--- config.mk ---
export PLATFORM = sky130hd
export DESIGN_NAME = scoreboard
export DESIGN_NICKNAME = d
export VERILOG_FILES = /design/src/rtl/scoreboard.sv
export SDC_FILE = /design/constraint.sdc
export NUM_CORES = 2
export LEC_CHECK = 0
export BUFFER_PORTS_ARGS = -buffer_cell sky130_fd_sc_hd__buf_2
export CORE_MARGIN = 5
export CORE_UTILIZATION = 50
export CTS_BUF_LIST = sky130_fd_sc_hd__clkbuf_16
export DETAILED_ROUTE_END_ITERATION = 6
export GPL_TIMING_DRIVEN = 0
export PLACE_DENSITY = 0.69
export SYNTH_ARGS = -nofsm -noshare
export SYNTH_HDL_FRONTEND = slang
export SYNTH_SLANG_ARGS = --single-unit
--- constraint.sdc ---
create_clock -name clk_i -period 7.9 [get_ports clk_i]
set_input_delay 0.395 -clock clk_i [delete_from_list [all_inputs] [get_ports clk_i]]
set_output_delay 0.395 -clock clk_i [all_outputs]
set_load 0.01 [all_outputs]
--- src/rtl/scoreboard.sv ---
// Scoreboard: in-order issue, out-of-order writeback, in-order commit of decoded entries.
// Optional feature: define SCOREBOARD_FWD_EN to forward completed results to operand reads.
package scoreboard_pkg;
   localparam logic [63:0] ILLEGAL_INSTR = 64'd2;

   typedef struct packed {
      logic [63:0] cause;
      logic [63:0] tval;
      logic        valid;
   } exception;

   typedef struct packed {
      logic [63:0] pc;
      logic [4:0]  trans_id;
      logic [3:0]  fu;
      logic [7:0]  op;
      logic [4:0]  rs1;
      logic [4:0]  rs2;
      logic [4:0]  rd;
      logic [63:0] result;
      logic        valid;
      exception    ex;
   } scoreboard_entry;
endpackage

module scoreboard
   import scoreboard_pkg::*;
#(
   parameter int unsigned NR_ENTRIES = 8
) (
   input  logic            clk_i,
   input  logic            rst_i,
   input  logic            flush_i,
   output logic            full_o,
   input  scoreboard_entry decoded_instr_i,
   input  logic            decoded_instr_valid_i,
   output logic            decoded_instr_ack_o,
   output scoreboard_entry issue_instr_o,
   output logic            issue_instr_valid_o,
   input  logic            issue_ack_i,
   input  logic [4:0]      rs1_i,
   input  logic [4:0]      rs2_i,
   output logic [63:0]     rs1_o,
   output logic [63:0]     rs2_o,
   output logic            rs1_valid_o,
   output logic            rs2_valid_o,
   input  logic [4:0]      trans_id_i,
   input  logic [63:0]     wdata_i,
   input  logic            wb_valid_i,
   input  exception        ex_i,
   output scoreboard_entry commit_instr_o,
   output logic            commit_valid_o,
   input  logic            commit_ack_i
);
   localparam int unsigned PW = $clog2(NR_ENTRIES);
   localparam int unsigned CW = PW + 1;

   scoreboard_entry       mem [NR_ENTRIES];
   scoreboard_entry       ins_entry;
   logic [NR_ENTRIES-1:0] occupied;
   logic [NR_ENTRIES-1:0] issued;
   logic [PW-1:0]         wr_ptr;
   logic [PW-1:0]         iss_ptr;
   logic [PW-1:0]         cmt_ptr;
   logic [CW-1:0]         count;
   logic [PW-1:0]         wb_idx;
   logic                  clear;
   logic                  do_ins;
   logic                  do_iss;
   logic                  do_cmt;
   logic                  do_wb;

   assign clear  = rst_i || flush_i;
   assign full_o = (count == CW'(NR_ENTRIES));
   assign decoded_instr_ack_o = !full_o;

   // A per-slot issued bit keeps "full and fully issued" distinct from "full and nothing issued".
   assign issue_instr_o       = mem[iss_ptr];
   assign issue_instr_valid_o = occupied[iss_ptr] && !issued[iss_ptr];
   assign commit_instr_o      = mem[cmt_ptr];
   assign commit_valid_o      = occupied[cmt_ptr] && issued[cmt_ptr] && mem[cmt_ptr].valid;

   assign do_ins = decoded_instr_valid_i && !full_o;
   assign do_iss = issue_ack_i && issue_instr_valid_o;
   assign do_cmt = commit_ack_i && commit_valid_o;
   assign wb_idx = trans_id_i[PW-1:0];
   assign do_wb  = wb_valid_i && ({1'b0, trans_id_i} < 6'(NR_ENTRIES)) && occupied[wb_idx];

   always_comb begin
      // NOTE: every field gets a value before any override, so this block cannot infer a latch.
      ins_entry          = decoded_instr_i;
      ins_entry.trans_id = 5'(wr_ptr);
      ins_entry.valid    = decoded_instr_i.ex.valid;
   end

   // NOTE: sequential state uses non-blocking assignments so every update sees pre-edge values.
   always_ff @(posedge clk_i) begin
      if (clear) begin
         wr_ptr   <= '0;
         iss_ptr  <= '0;
         cmt_ptr  <= '0;
         count    <= '0;
         occupied <= '0;
         issued   <= '0;
      end else begin
         if (do_ins) begin
            wr_ptr           <= wr_ptr + PW'(1);
            occupied[wr_ptr] <= 1'b1;
            issued[wr_ptr]   <= 1'b0;
         end
         if (do_iss) begin
            iss_ptr         <= iss_ptr + PW'(1);
            issued[iss_ptr] <= 1'b1;
         end
         if (do_cmt) begin
            cmt_ptr           <= cmt_ptr + PW'(1);
            occupied[cmt_ptr] <= 1'b0;
         end
         case ({do_ins, do_cmt})
            2'b10:   count <= count + CW'(1);
            2'b01:   count <= count - CW'(1);
            default: count <= count;
         endcase
      end
   end

   // NOTE: payloads are deliberately not reset; the occupied bits alone mark live slots.
   always_ff @(posedge clk_i) begin
      if (!clear) begin
         if (do_ins) begin
            mem[wr_ptr] <= ins_entry;
         end
         if (do_wb) begin
            mem[wb_idx].result <= wdata_i;
            mem[wb_idx].valid  <= 1'b1;
            if (ex_i.valid) begin
               mem[wb_idx].ex <= ex_i;
            end
         end
      end
   end

`ifdef SCOREBOARD_FWD_EN
   typedef struct packed {
      logic        valid;
      logic [63:0] data;
   } fwd_t;

   fwd_t fwd1;
   fwd_t fwd2;

   // Walk from oldest to youngest so the last match wins.
   function automatic fwd_t lookup(input logic [4:0] rs);
      fwd_t          r;
      logic [PW-1:0] idx;
      r = '0;
      for (int unsigned i = 0; i < NR_ENTRIES; i++) begin
         idx = cmt_ptr + PW'(i);
         if (occupied[idx] && issued[idx] && (mem[idx].rd == rs)) begin
            r.valid = mem[idx].valid;
            r.data  = mem[idx].result;
         end
      end
      if ((rs == 5'd0) || !r.valid) begin
         r = '0;
      end
      return r;
   endfunction

   always_comb begin
      fwd1 = lookup(rs1_i);
      fwd2 = lookup(rs2_i);
   end

   assign rs1_valid_o = fwd1.valid;
   assign rs1_o       = fwd1.data;
   assign rs2_valid_o = fwd2.valid;
   assign rs2_o       = fwd2.data;
`else
   logic unused_rs;
   assign unused_rs   = ^{rs1_i, rs2_i};
   assign rs1_valid_o = 1'b0;
   assign rs1_o       = '0;
   assign rs2_valid_o = 1'b0;
   assign rs2_o       = '0;
`endif

endmodule

---- Word-level counts from Yosys, hierarchy flattened ----
Memories as Yosys holds them, arrays and structs flattened. A register that Yosys moved wholly into a read port is not among the register bits.
Cells that the tools add are included.
cells by class
  order comparisons ....................... 8
  bitwise gates (word level) .............. 6
  reductions and logical operators ........ 15
  add/subtract/negate cells ............... 5
  muxes and demuxes ....................... 37
  multiply operators ...................... 0
  shift operators ......................... 0
  divide/modulo/power cells ............... 0
  equal/unequal tests ..................... 3
operator list
  kind                                                                count
  2-to-1 mux 8 bit                                                    6
  2-to-1 mux 1 bit                                                    18
  AND 8 bit                                                           2
  < comparator 3 x 4 -> 1 bit (second input constant)                 4
  NOT 8 bit                                                           2
  bitwise OR 8 bit                                                    2
  binary-select mux 1 bit (select 3 bit)                              5
  2-to-1 mux 3 bit                                                    4
  logical AND 1 bit                                                   11
  adder 3 x 1 -> 3 bit (second input constant)                        3
  demux 1 bit (select 3 bit)                                          3
  greater-or-equal comparator 3 x 1 -> 1 bit (second input constant)  3
  case mux 4 bit (2 select lines)                                     1
  < comparator 5 x 4 -> 1 bit (second input constant)                 1
  adder 4 x 1 -> 4 bit (second input constant)                        1
  equality test 4 bit (second input constant)                         1
  subtractor 4 x 1 -> 4 bit (second input constant)                   1
  equality test 2 x 1 -> 1 bit (second input constant)                1
  equality test 2 bit (second input constant)                         1
  zero test 1 bit                                                     2
  nonzero test 2 bit                                                  1
  logical OR 1 bit                                                    1
word-level totals
  bits of input ports ..................... 505
  RAM bits ................................ 2304
  output and inout bits ................... 714
  word-level logic and storage cells ...... 81
  register bits after elaboration ......... 29
  memories ................................ 1
  bits in latches ......................... 0
  ROM bits ................................ 0
memories
  name  depth  width  read ports  clocked after Yosys merged registers in  wr ports  line  text
  mem   8      288    2           2                                        2         58    scoreboard_entry mem [NR_ENTRIES];

---- Logic depth before layout (Yosys ltp) ----
  word-level depth ........................ 10
  mapped depth ............................ 11
  mapped depth without buffers ............ 10

---- Worst setup path after synthesis ----
Ideal clock, no wire load.
  path type ............................... input to register
  from .................................... in trans_id_i[0]
  to ...................................... mem mem[1][0] (netlist bit), enable pin
  library setup time ...................... 1.129 ns
  data required time ...................... 6.771 ns
  path slack .............................. 2.577 ns
  cell stages on the path ................. 8
  data arrival time ....................... 4.194 ns
  buffers on the path ..................... 4
  cell sequence ........................... buf_2 -> mux2_4 -> a311oi_4 -> buf_2 -> a31o_1 -> buf_2 -> buf_2 -> nand2_1
RTL lines
  what             line  text
  start, declared  47    input logic [4:0] trans_id_i,
  end, declared    58

==> flow_summary_export.csv <==
group,metric,value,unit
power,power,27100,µW
sta,slew_headroom,-0.102,
yosys,ys_ff_latch,2339,
global_route,grt_overflow,0,
clock_tree,cts_tree,"done",
setup_path,critPathLaunchType,"register",
clock_tree,root_buffer,"clkbuf_16",
sta,final_max_slew_viol_count,76,
clock_tree,cts_buffers,277,
finish,area_delta_synth_final,20.7,%
global_route,grt_max_degree,51,
yosys,ys_seq_area_frac,0.555,
clock_tree,clock_path_buffers,4,
run_status,status,"finished with violations",
power,p_per_area,179,nW/µm²
setup_path,cp_data_required_time,8690,ps
setup_path,crit_top_cell,"buf_2",
drt,via_per_inst,6.95,
drt,remaining_drc_errors,23,
setup_path,critPathBufInv,7,
sta,min_period_over_period,0.774,
finish,multi_input_area,50900,µm²
setup_path,slowest_stage,"nand2_1",
yosys,synth_top_cells_by_count,"2296 x edfxtp_1, 1156 x mux4_2, 750 x nand2_1",
yosys,synth_area_leaders,"edfxtp_1 55%, mux4_2 21%, mux2_2 5.1%, a22o_1 3.5%, o21ai_0 2.9%",
drt,ant_nets,0,
floorplanning,core,251000,µm²
drt,wl,514000,µm
finish,fin_cells,14200,
placed_design,hpwl,349000,µm
finish,nFillCells,19000,
finish,regArea,69800,µm²
clock_tree,clk_latency,1010,ps
sta,hold_viol,0,
sta,fin_setup_tns,0,ps
finish,finalNetCount,11000,
sta,setup_violations,0,
setup_path,worstPathCellList,"or4b_1, buf_2, inv_1, nor4_2, nand2_1, inv_2, buf_2, buf_2, buf_12, nand3_1, nand2_1, dlygate4sd3_1",
power,p_leak,0.0514,µW
sta,tightest_slew,1650,ps
yosys,synth_area,126000,µm²
sta,finalCriticalPeriod,6110,ps
drt,drt-initial-drc-count,16900,
floorplanning,start_util,0.501,
floorplanning,num_rows,184,
worst_hold_path,min-delay-path-class,"primary input to register",
clock_tree,ctsHoldBuffers,656,
placed_design,dp.cells,12900,
clock_tree,cts_max_level,5,
yosys,yosysMostFrequentCell,"edfxtp_1",
power,vdd_ir_drop_max,228,µV
yosys,yosysUniqueCellTypes,71,
drt,wl_per_cell,36.3,µm
sta,fin_ws,1790,ps
placed_design,io_buffers,874,
yosys,async_flop_share,0,
yosys,synth_cells,8501,
setup_path,endpoint_kind,"register",
clock_tree,clk_pin_slew,70,ps
placed_design,routabilityCongestion,0.950,
floorplanning,die_w,512,µm
yosys,synth_edf_count,2296,
yosys,syn_avg_cell_area,14.8,µm²
setup_path,max_stage_delay,1060,ps
global_route,grt_pass1_wl,714000,µm
finish,drive_gt1_frac,0.328,
sta,rsz0062_at_grt,"false",
floorplanning,ios,1219,
run,cap_violations,7,
setup_path,critPathArrivalTime,6900,ps
clock_tree,postCtsResizedCells,0,
global_route,grt_pass1_vias,96300,
setup_path,crit_family,"buffers and inverters",
clock_tree,post-cts-setup-buffers,0,
sta,whs,28.3,ps
setup_path,crit_fanout,27,
drt,num_vias,98400,
setup_path,worstSetupPathType,"register to register",
global_route,antenna_found_initial,152,
run_status,failed_checks,"DRC, capacitance limit, slew limit",
yosys,synth_top_cell_by_area,"edfxtp_1",
yosys,ys.flop_type,"edfxtp_1",
global_route,grt_usage,0.380,
sta,fmax,164,MHz
sta,fin_skew,119,ps
floorplanning,die_height,512,µm
yosys,netlist.area_leader.share,0.548,
yosys,yosysWarnings,0,
placed_design,post-place-ws,1660,ps
clock_tree,cts.sinks,2339,
drt,drtPass1Iterations,7,
floorplanning,die_area,262000,µm²
-- cells in the final DEF (no fill, tap or decap), types with 14 or more instances in the layout --
cell type,instances
dfxtp_1,43
buf_2,1015
a21oi_1,14
clkinv_2,41
mux2i_1,147
nor2_1,23
bufinv_16,15
edfxtp_1,2296
buf_1,166
buf_4,142
nand2_1,738
o21ai_1,164
nand3_1,658
clkinv_1,64
diode_2,124
clkbuf_2,145
inv_1,247
clkbuf_1,492
dlygate4sd3_1,656
mux2_2,575
clkbuf_16,282
a22o_1,497
conb_1,134
mux4_2,1156
buf_12,15
buf_16,42
o21ai_0,733
-- worst min-delay path: cells and delay by family --
family	cells	cell delay, ps
buffers and inverters	1	220
and+or+nand+nor	1	120
AOI/OAI and AO/OA	1	80
-- report_power, final --
part / leakage, µW / total [µW] / switching (µW) / internal [µW]
logic: 0.0252 / 1350 / 804 / 543
registers: 0.0220 / 13600 / 24.4 / 13500
clock network: 0.00426 / 12200 / 5300 / 6930
-- layout make-up --
class / count / share of cell area
diodes: 124 / 0.00204
plain buffers: 1096 / 0.0333
clock buffers: 282 / 0.0464
clock inverters: 180 / 0.00835
inverters: 208 / 0.00514
multi-input cells: 4991 / 0.335
flip-flops and latches: 2339 / 0.459
well taps: 3348 / 0.0276
repair buffers: 1597 / 0.0824
-- worst paths after layout --
path              cells after the start                  from  slack, ps          end
setup / recovery                     12              count[1]       1790  mem[2][183]
hold / removal                        3  decoded_instr_i[144]         30  mem[6][144]
setup reg to reg                     12              count[1]       1790  mem[2][183]
hold reg to reg                       2             issued[5]        480    issued[5]
-- sequential cells by signal, summed over array words and instances (netlist names), named ones only --
register  flops
mem        2304
issued        8
occupied      8
count         4
cmt_ptr       3
iss_ptr       3
wr_ptr        3
-- per-stage QoR --
stage | utilization | cell area (µm²)
finish | 0.605 | 152000
global placement | 0.538 | 135000
global route | 0.605 | 152000
CTS | 0.604 | 152000
floorplan | - | 126000
detailed placement | 0.545 | 137000
-- cell families after synthesis --
group,after synthesis,synth area share
AND/OR/NAND/NOR,1507,0.0536
multiplexers,1879,0.270
AO/OA/AOI/OAI,1458,0.0744
buffers and inverters,1304,0.0459
adder cells (fa/ha/maj),6,0.000597
other,1,0.0000298
XOR/XNOR,7,0.000487
flip-flops,2339,0.555
-- layer usage --
metal / vias up / global-route usage / part of all wire
met5: - / 0.00292 / 0.0012
met4: 72 / 0.242 / 0.081
met3: 1963 / 0.142 / 0.15
met2: 9291 / 0.553 / 0.43
met1: 49200 / 0.483 / 0.33
li1: 37900 / - / -
Power figures use the tool's default switching activity.
